==> config.mk <==
export PLATFORM = sky130hd
export DESIGN_NAME = uart_tx
export DESIGN_NICKNAME = d
export VERILOG_FILES = /design/src/rtl/uart_tx_pkg.sv /design/src/rtl/uart_baud_cnt.sv /design/src/rtl/uart_tx.sv
export SDC_FILE = /design/constraint.sdc
export NUM_CORES = 1
export LEC_CHECK = 0
export ABC_AREA = 0
export CELL_PAD_IN_SITES_DETAIL_PLACEMENT = 0
export CELL_PAD_IN_SITES_GLOBAL_PLACEMENT = 1
export CORE_ASPECT_RATIO = 0.75
export CORE_UTILIZATION = 35
export CTS_CLUSTER_DIAMETER = 100
export DETAILED_ROUTE_END_ITERATION = 10
export DONT_BUFFER_PORTS = 1
export PLACE_DENSITY_LB_ADDON = 0.25
export SYNTH_ARGS = -nofsm -noshare
export SYNTH_HDL_FRONTEND = slang
export SYNTH_SLANG_ARGS = --single-unit
==> constraint.sdc <==
create_clock -name clk_3125 -period 1.8 [get_ports clk_3125]
set_input_delay 0.45 -clock clk_3125 [delete_from_list [all_inputs] [get_ports clk_3125]]
set_output_delay 0.45 -clock clk_3125 [all_outputs]
set_load 0.02 [all_outputs]
==> src/rtl/uart_tx_pkg.sv <==
// Shared UART constants, FSM state encoding and parity helper.
// The receiver imports the same definitions.
package uart_tx_pkg;

  localparam int CLKS_PER_BIT_DEF = 14;
  localparam int DATA_BITS        = 8;
  localparam int FRAME_BITS       = 11;

  typedef enum logic [2:0] {
    ST_IDLE   = 3'd0,
    ST_START  = 3'd1,
    ST_DATA   = 3'd2,
    ST_PARITY = 3'd3,
    ST_STOP   = 3'd4
  } tx_state_e;

  // Even parity: the parity bit makes the total number of ones even.
  function automatic logic even_parity(input logic [DATA_BITS-1:0] d);
    return ^d;
  endfunction

endpackage

==> src/rtl/uart_baud_cnt.sv <==
// Bit-period counter: counts 0..CLKS_PER_BIT-1 while enabled and
// flags the last cycle of each bit period with wrap.
module uart_baud_cnt #(
  parameter int CLKS_PER_BIT = 14
) (
  input  logic clk,
  input  logic rst,
  input  logic clr,
  input  logic en,
  output logic wrap
);

  localparam int CNT_W = (CLKS_PER_BIT > 1) ? $clog2(CLKS_PER_BIT) : 1;
  localparam logic [CNT_W-1:0] LAST = CNT_W'(CLKS_PER_BIT - 1);

  logic [CNT_W-1:0] cnt_q;
  logic [CNT_W-1:0] cnt_d;

  assign wrap = en && (cnt_q == LAST) && !clr;

  always_comb begin
    cnt_d = cnt_q;
    if (clr) begin
      cnt_d = '0;
    end else if (en) begin
      cnt_d = (cnt_q == LAST) ? '0 : cnt_q + CNT_W'(1);
    end
  end

  always_ff @(posedge clk or posedge rst) begin
    if (rst) begin
      cnt_q <= '0;
    end else begin
      cnt_q <= cnt_d;
    end
  end

endmodule

==> src/rtl/uart_tx.sv <==
// UART transmitter: start bit, 8 data bits MSB first, even parity, stop bit.
// Every output is a flop; tx falls on the same edge that accepts tx_start.
module uart_tx
  import uart_tx_pkg::*;
#(
  parameter int CLKS_PER_BIT = CLKS_PER_BIT_DEF
) (
  input  logic                 clk_3125,
  input  logic                 rst,
  input  logic                 tx_start,
  input  logic [DATA_BITS-1:0] tx_data,
  output logic                 tx,
  output logic                 tx_busy,
  output logic                 tx_done
);

  tx_state_e            state_q, state_d;
  logic [DATA_BITS-1:0] shift_q, shift_d;
  logic                 parity_q, parity_d;
  logic [2:0]           bit_cnt_q, bit_cnt_d;
  logic                 tx_q, tx_d;
  logic                 busy_q, busy_d;
  logic                 done_q, done_d;
  logic                 baud_clr;
  logic                 baud_en;
  logic                 baud_wrap;

  assign baud_en = (state_q != ST_IDLE);

  uart_baud_cnt #(
    .CLKS_PER_BIT(CLKS_PER_BIT)
  ) u_baud_cnt (
    .clk  (clk_3125),
    .rst  (rst),
    .clr  (baud_clr),
    .en   (baud_en),
    .wrap (baud_wrap)
  );

  always_comb begin
    state_d   = state_q;
    shift_d   = shift_q;
    parity_d  = parity_q;
    bit_cnt_d = bit_cnt_q;
    tx_d      = tx_q;
    busy_d    = busy_q;
    done_d    = 1'b0;
    baud_clr  = 1'b0;

    unique case (state_q)
      ST_IDLE: begin
        tx_d = 1'b1;
        if (tx_start) begin
          shift_d   = tx_data;
          parity_d  = even_parity(tx_data);
          bit_cnt_d = '0;
          state_d   = ST_START;
          tx_d      = 1'b0;
          busy_d    = 1'b1;
          baud_clr  = 1'b1;
        end
      end
      ST_START: begin
        if (baud_wrap) begin
          state_d = ST_DATA;
          tx_d    = shift_q[DATA_BITS-1];
        end
      end
      ST_DATA: begin
        if (baud_wrap) begin
          // The shift register always presents the bit in flight at its MSB.
          shift_d   = shift_q << 1;
          bit_cnt_d = bit_cnt_q + 3'd1;
          if (bit_cnt_q == 3'(DATA_BITS - 1)) begin
            state_d = ST_PARITY;
            tx_d    = parity_q;
          end else begin
            tx_d = shift_q[DATA_BITS-2];
          end
        end
      end
      ST_PARITY: begin
        if (baud_wrap) begin
          state_d = ST_STOP;
          tx_d    = 1'b1;
        end
      end
      ST_STOP: begin
        if (baud_wrap) begin
          state_d = ST_IDLE;
          tx_d    = 1'b1;
          busy_d  = 1'b0;
          done_d  = 1'b1;
        end
      end
      default: begin
        state_d = ST_IDLE;
        tx_d    = 1'b1;
        busy_d  = 1'b0;
      end
    endcase
  end

  always_ff @(posedge clk_3125 or posedge rst) begin
    if (rst) begin
      state_q   <= ST_IDLE;
      bit_cnt_q <= '0;
      tx_q      <= 1'b1;
      busy_q    <= 1'b0;
      done_q    <= 1'b0;
    end else begin
      state_q   <= state_d;
      bit_cnt_q <= bit_cnt_d;
      tx_q      <= tx_d;
      busy_q    <= busy_d;
      done_q    <= done_d;
    end
  end

  // Payload holds no control meaning, so it is left out of reset.
  always_ff @(posedge clk_3125) begin
    shift_q  <= shift_d;
    parity_q <= parity_d;
  end

  assign tx      = tx_q;
  assign tx_busy = busy_q;
  assign tx_done = done_q;

endmodule

==> run summary <==
The vertical die dimension came out at 51.7 um. Buffers placed on the I/O ports in this run total 0. In the routed design, unresolved DRC markers number 0. The final period demand of the worst path is 1590 ps. The kind of cell adding the most delay to the critical path is flip-flops. Global routing used around 15% of the available tracks. The proportion of synthesized chip area in sequential cells came out at 51.7%.

The maximum number of pins on one net before global-route repair came out at 14. The starting density of the core came out at 37.9%. After the last flow step, the layout net total stands at ~120. For the worst setup path, the data arrival time is 1570 ps. Measured along the x axis, the die boundary spans 68.3 um.

Based on the critical path, the design can be clocked at up to 629 MHz. The diode insertion count for antenna repair is 0. After technology mapping, the gate count stands at 95. The routability congestion estimate came out at 0.806. For this run, the leading register cell type out of synthesis is dfrtp_1. After filler insertion, the fill cell instance count of the layout stands at 308. The wire length reported by the detailed router came out at 2060 um. Setup repair after global routing left no endpoint under its margin.

The type of the worst setup path is flop to flop. Of all nets on the critical path, the largest fanout is 8. For this run, asynchronously set or reset flops after synthesis account for 59.1%. The tree is rooted in a clkbuf_8. The slew at the pin with the worst max-slew slack is 506 ps. The pre-CTS setup slack is between 200 and 250 ps. Synthesis inferred 22 register bits. The largest stage delay on the critical path came out at ~440 ps.

The placed instance area is 1210 sq um. The number of clock sinks is 22. Traced cell by cell, the critical path runs through ha_1, and3_1, a22oi_1, inv_1. The setup-violating endpoint count in the final report came out at 0. The run finished with clean final reports. The maximum VDD drop is 0.511 mV. The endpoint kind of the worst setup timing path is a flop.

Between clock sinks in the finished design, the worst skew comes to 0.989 ps. The worst relative slew slack came out at between 60 and 70%. The number of hold buffers added after CTS was 0. The post-synthesis net count came out at 110.

Together, buffers and inverters on the worst path number 1. The final max-slew violation count is 0. The worst setup path is launched from a flop. Counting along the longest clock path gives a buffer depth of 2. On the critical path, the stage with the largest delay is an instance of dfrtp_1. The final hold violation count came out at 0.

The cell count after placement is 133. The number of antenna violations at the first check in global routing is 0. For this design the top-level I/O count stands at 14. The ratio of final minimum period to clock period is between 80% and 90%. The number of global-route vias before repair came to 770. The required time of the critical path came out at around 1800 ps. The final instance area is 1260 sq um. The number of optimization iterations in the first detailed-route pass came out at 4. The post-detailed-placement half-perimeter wirelength came out at 1550 um. Across the run, the number of max-cap violations was 0. The leading cell type in the layout, fill and taps excluded is dfrtp_1.

The number of enable-type register cells in the synthesized netlist came out at 9. In the final routing, the length of wire on met1 measures 1100 um. Power comes to approximately 0.9 mW. Power spread over the standard cell area amounts to 717 nW/um^2.

The wire length of the first global-routing pass came out at 3730 um. The top cell types in the final layout, fill and taps aside, are dfrtp_1 (12), edfxtp_1 (9), xnor2_1 (7), mux2_1 (7). TritonCTS built the clock tree. The worst-case setup margin in the final layout is 209 ps. In the routed layout, each cell is associated on average with a via count of 5.34. The detailed router finished its first iteration with 15 violations. The later-pin clock latency in the skew report is 260 ps. The final setup TNS came out at 0 ps. The clock-pin slew on the worst setup and hold paths came out at 80 ps.

The floorplan step defined a core boundary enclosing 3040 sq um. The remaining antenna violation count is 0. The highest metal layer carrying signal wires in the routed design is met3.

The die covers 3530 sq um. The cell row count came out at 17. The biggest area contributor in the post-synthesis netlist is dfrtp_1. The global-route congestion overflow total is 0.

The number of gates resized after CTS was 0. The number of H-tree levels is 1. The layout overhead on the synthesized area is 9.54%. For this run, the number of standard cells in the final layout without fillers is 137. The count of distinct cell types in the synthesized netlist is 39. For this design the static power due to leakage is 0.487 nW. The cell area that synthesis handed to floorplanning was between 1000 and 1500 sq um. The TritonCTS buffer count is 3.

The area share of the largest cell type after synthesis came out at 26.0%. The wire length per cell after detailed routing came out at 15.1 um. The synthesized area per cell is 12.1 sq um. The number of warnings issued by yosys came out at 0.

The number of buffers inserted to repair setup after CTS came out at 0. The worst hold path belongs to the class primary input to async pin. In the post-synthesis netlist, the biggest area contributors are dfrtp_1 (26%), edfxtp_1 (23%), mux2_1 (6.8%).

Of the cells placed in the final design, the portion with a size suffix greater than 1 is 13.1%. The met2 wire length is 870 um. The vias after detailed routing is 731. In the detailed route, the total length drawn on met3 is 96 um.
-- final timing paths --
path	to	cells after the start	start	slack (ps)
max	shift_q[2]$_DFFE_PP_	4	u_baud_cnt.cnt_q[0]$_DFFE_PP0P_	210
min reg2reg	bit_cnt_q[1]$_DFFE_PP0P_	1	bit_cnt_q[1]$_DFFE_PP0P_	500
min in group clk_3125	u_baud_cnt.cnt_q[1]$_DFFE_PP0P_	1	tx_start	290
min	bit_cnt_q[1]$_DFFE_PP0P_	1	rst	100
max in group asynchronous	tx$_DFFE_PP1P_	1	rst	1340
max reg2reg	shift_q[2]$_DFFE_PP_	4	u_baud_cnt.cnt_q[0]$_DFFE_PP0P_	210
-- sequential cells by signal, indices dropped and copies added (netlist names) --
register	cells
tx_done	1
shift_q	8
parity_q	1
tx_busy	1
u_baud_cnt.cnt_q	4
tx	1
state_q	3
bit_cnt_q	3
-- per-layer routing --
layer	track usage (%)	up-vias
li1	-	362
met1	22.1	359
met2	21.2	10
met3	5.26	0
met4	2.08	0
met5	0	-
-- kinds of logic (layout without fill, tap and decap cells) --
logic type,Yosys count,count (layout),share of synthesized area [%]
buffers and inverters,9,13,3.90
xor gates and xnor gates,8,8,6.07
and+or+nand+nor,26,26,14.2
DFF,22,22,51.7
muxes,8,8,7.70
adders and majority gates,4,4,4.34
AOI/OAI and AO/OA,18,18,12.0
-- power by group --
group	switching (mW)	total [mW]	internal, mW
clock network	0.154	0.349	0.195
registers	0	0.522	0.522
logic	0.0180	0.0355	0.0175
-- cell type report --
type	instances	area [sq um]	share of cell area, %
Inverter	4	15.0	1.19
Sequential cell	22	597	47.2
Clock buffer	4	55.1	4.36
Timing Repair Buffer	5	37.5	2.97
Tap cell	38	47.5	3.76
Multi-Input combinational cell	64	512	40.5
-- worst reg2reg max path: cells and delay by family, from the launching register on --
family          cells  cell delay, ps
fa+ha+maj           1             250
buf+inv             1             210
compound gates      1             210
flops               1             440
simple gates        1             210
-- cell usage after synthesis, types with 2 or more instances --
library cell / instances
nor3_1: 2
xnor2_1: 7
mux2_1: 7
a21oi_1: 2
buf_2: 3
nand2b_1: 2
dfrtp_1: 12
nand2_1: 2
inv_1: 4
edfxtp_1: 9
a21o_1: 2
nand3_1: 5
and2_1: 2
a32o_1: 2
o32ai_1: 2
ha_1: 4
nand4_1: 2
nor2_1: 3
o21ai_0: 2
a211oi_1: 2
-- metrics by stage --
step,utilization [%],hold slack [ps]
after floorplan,-,326
after global placement,39.7,401
after detailed placement,39.7,399
after CTS,41.5,114
after global routing,41.5,137
final,41.5,99.4
Note: power is estimated with default switching activity, not from simulation.
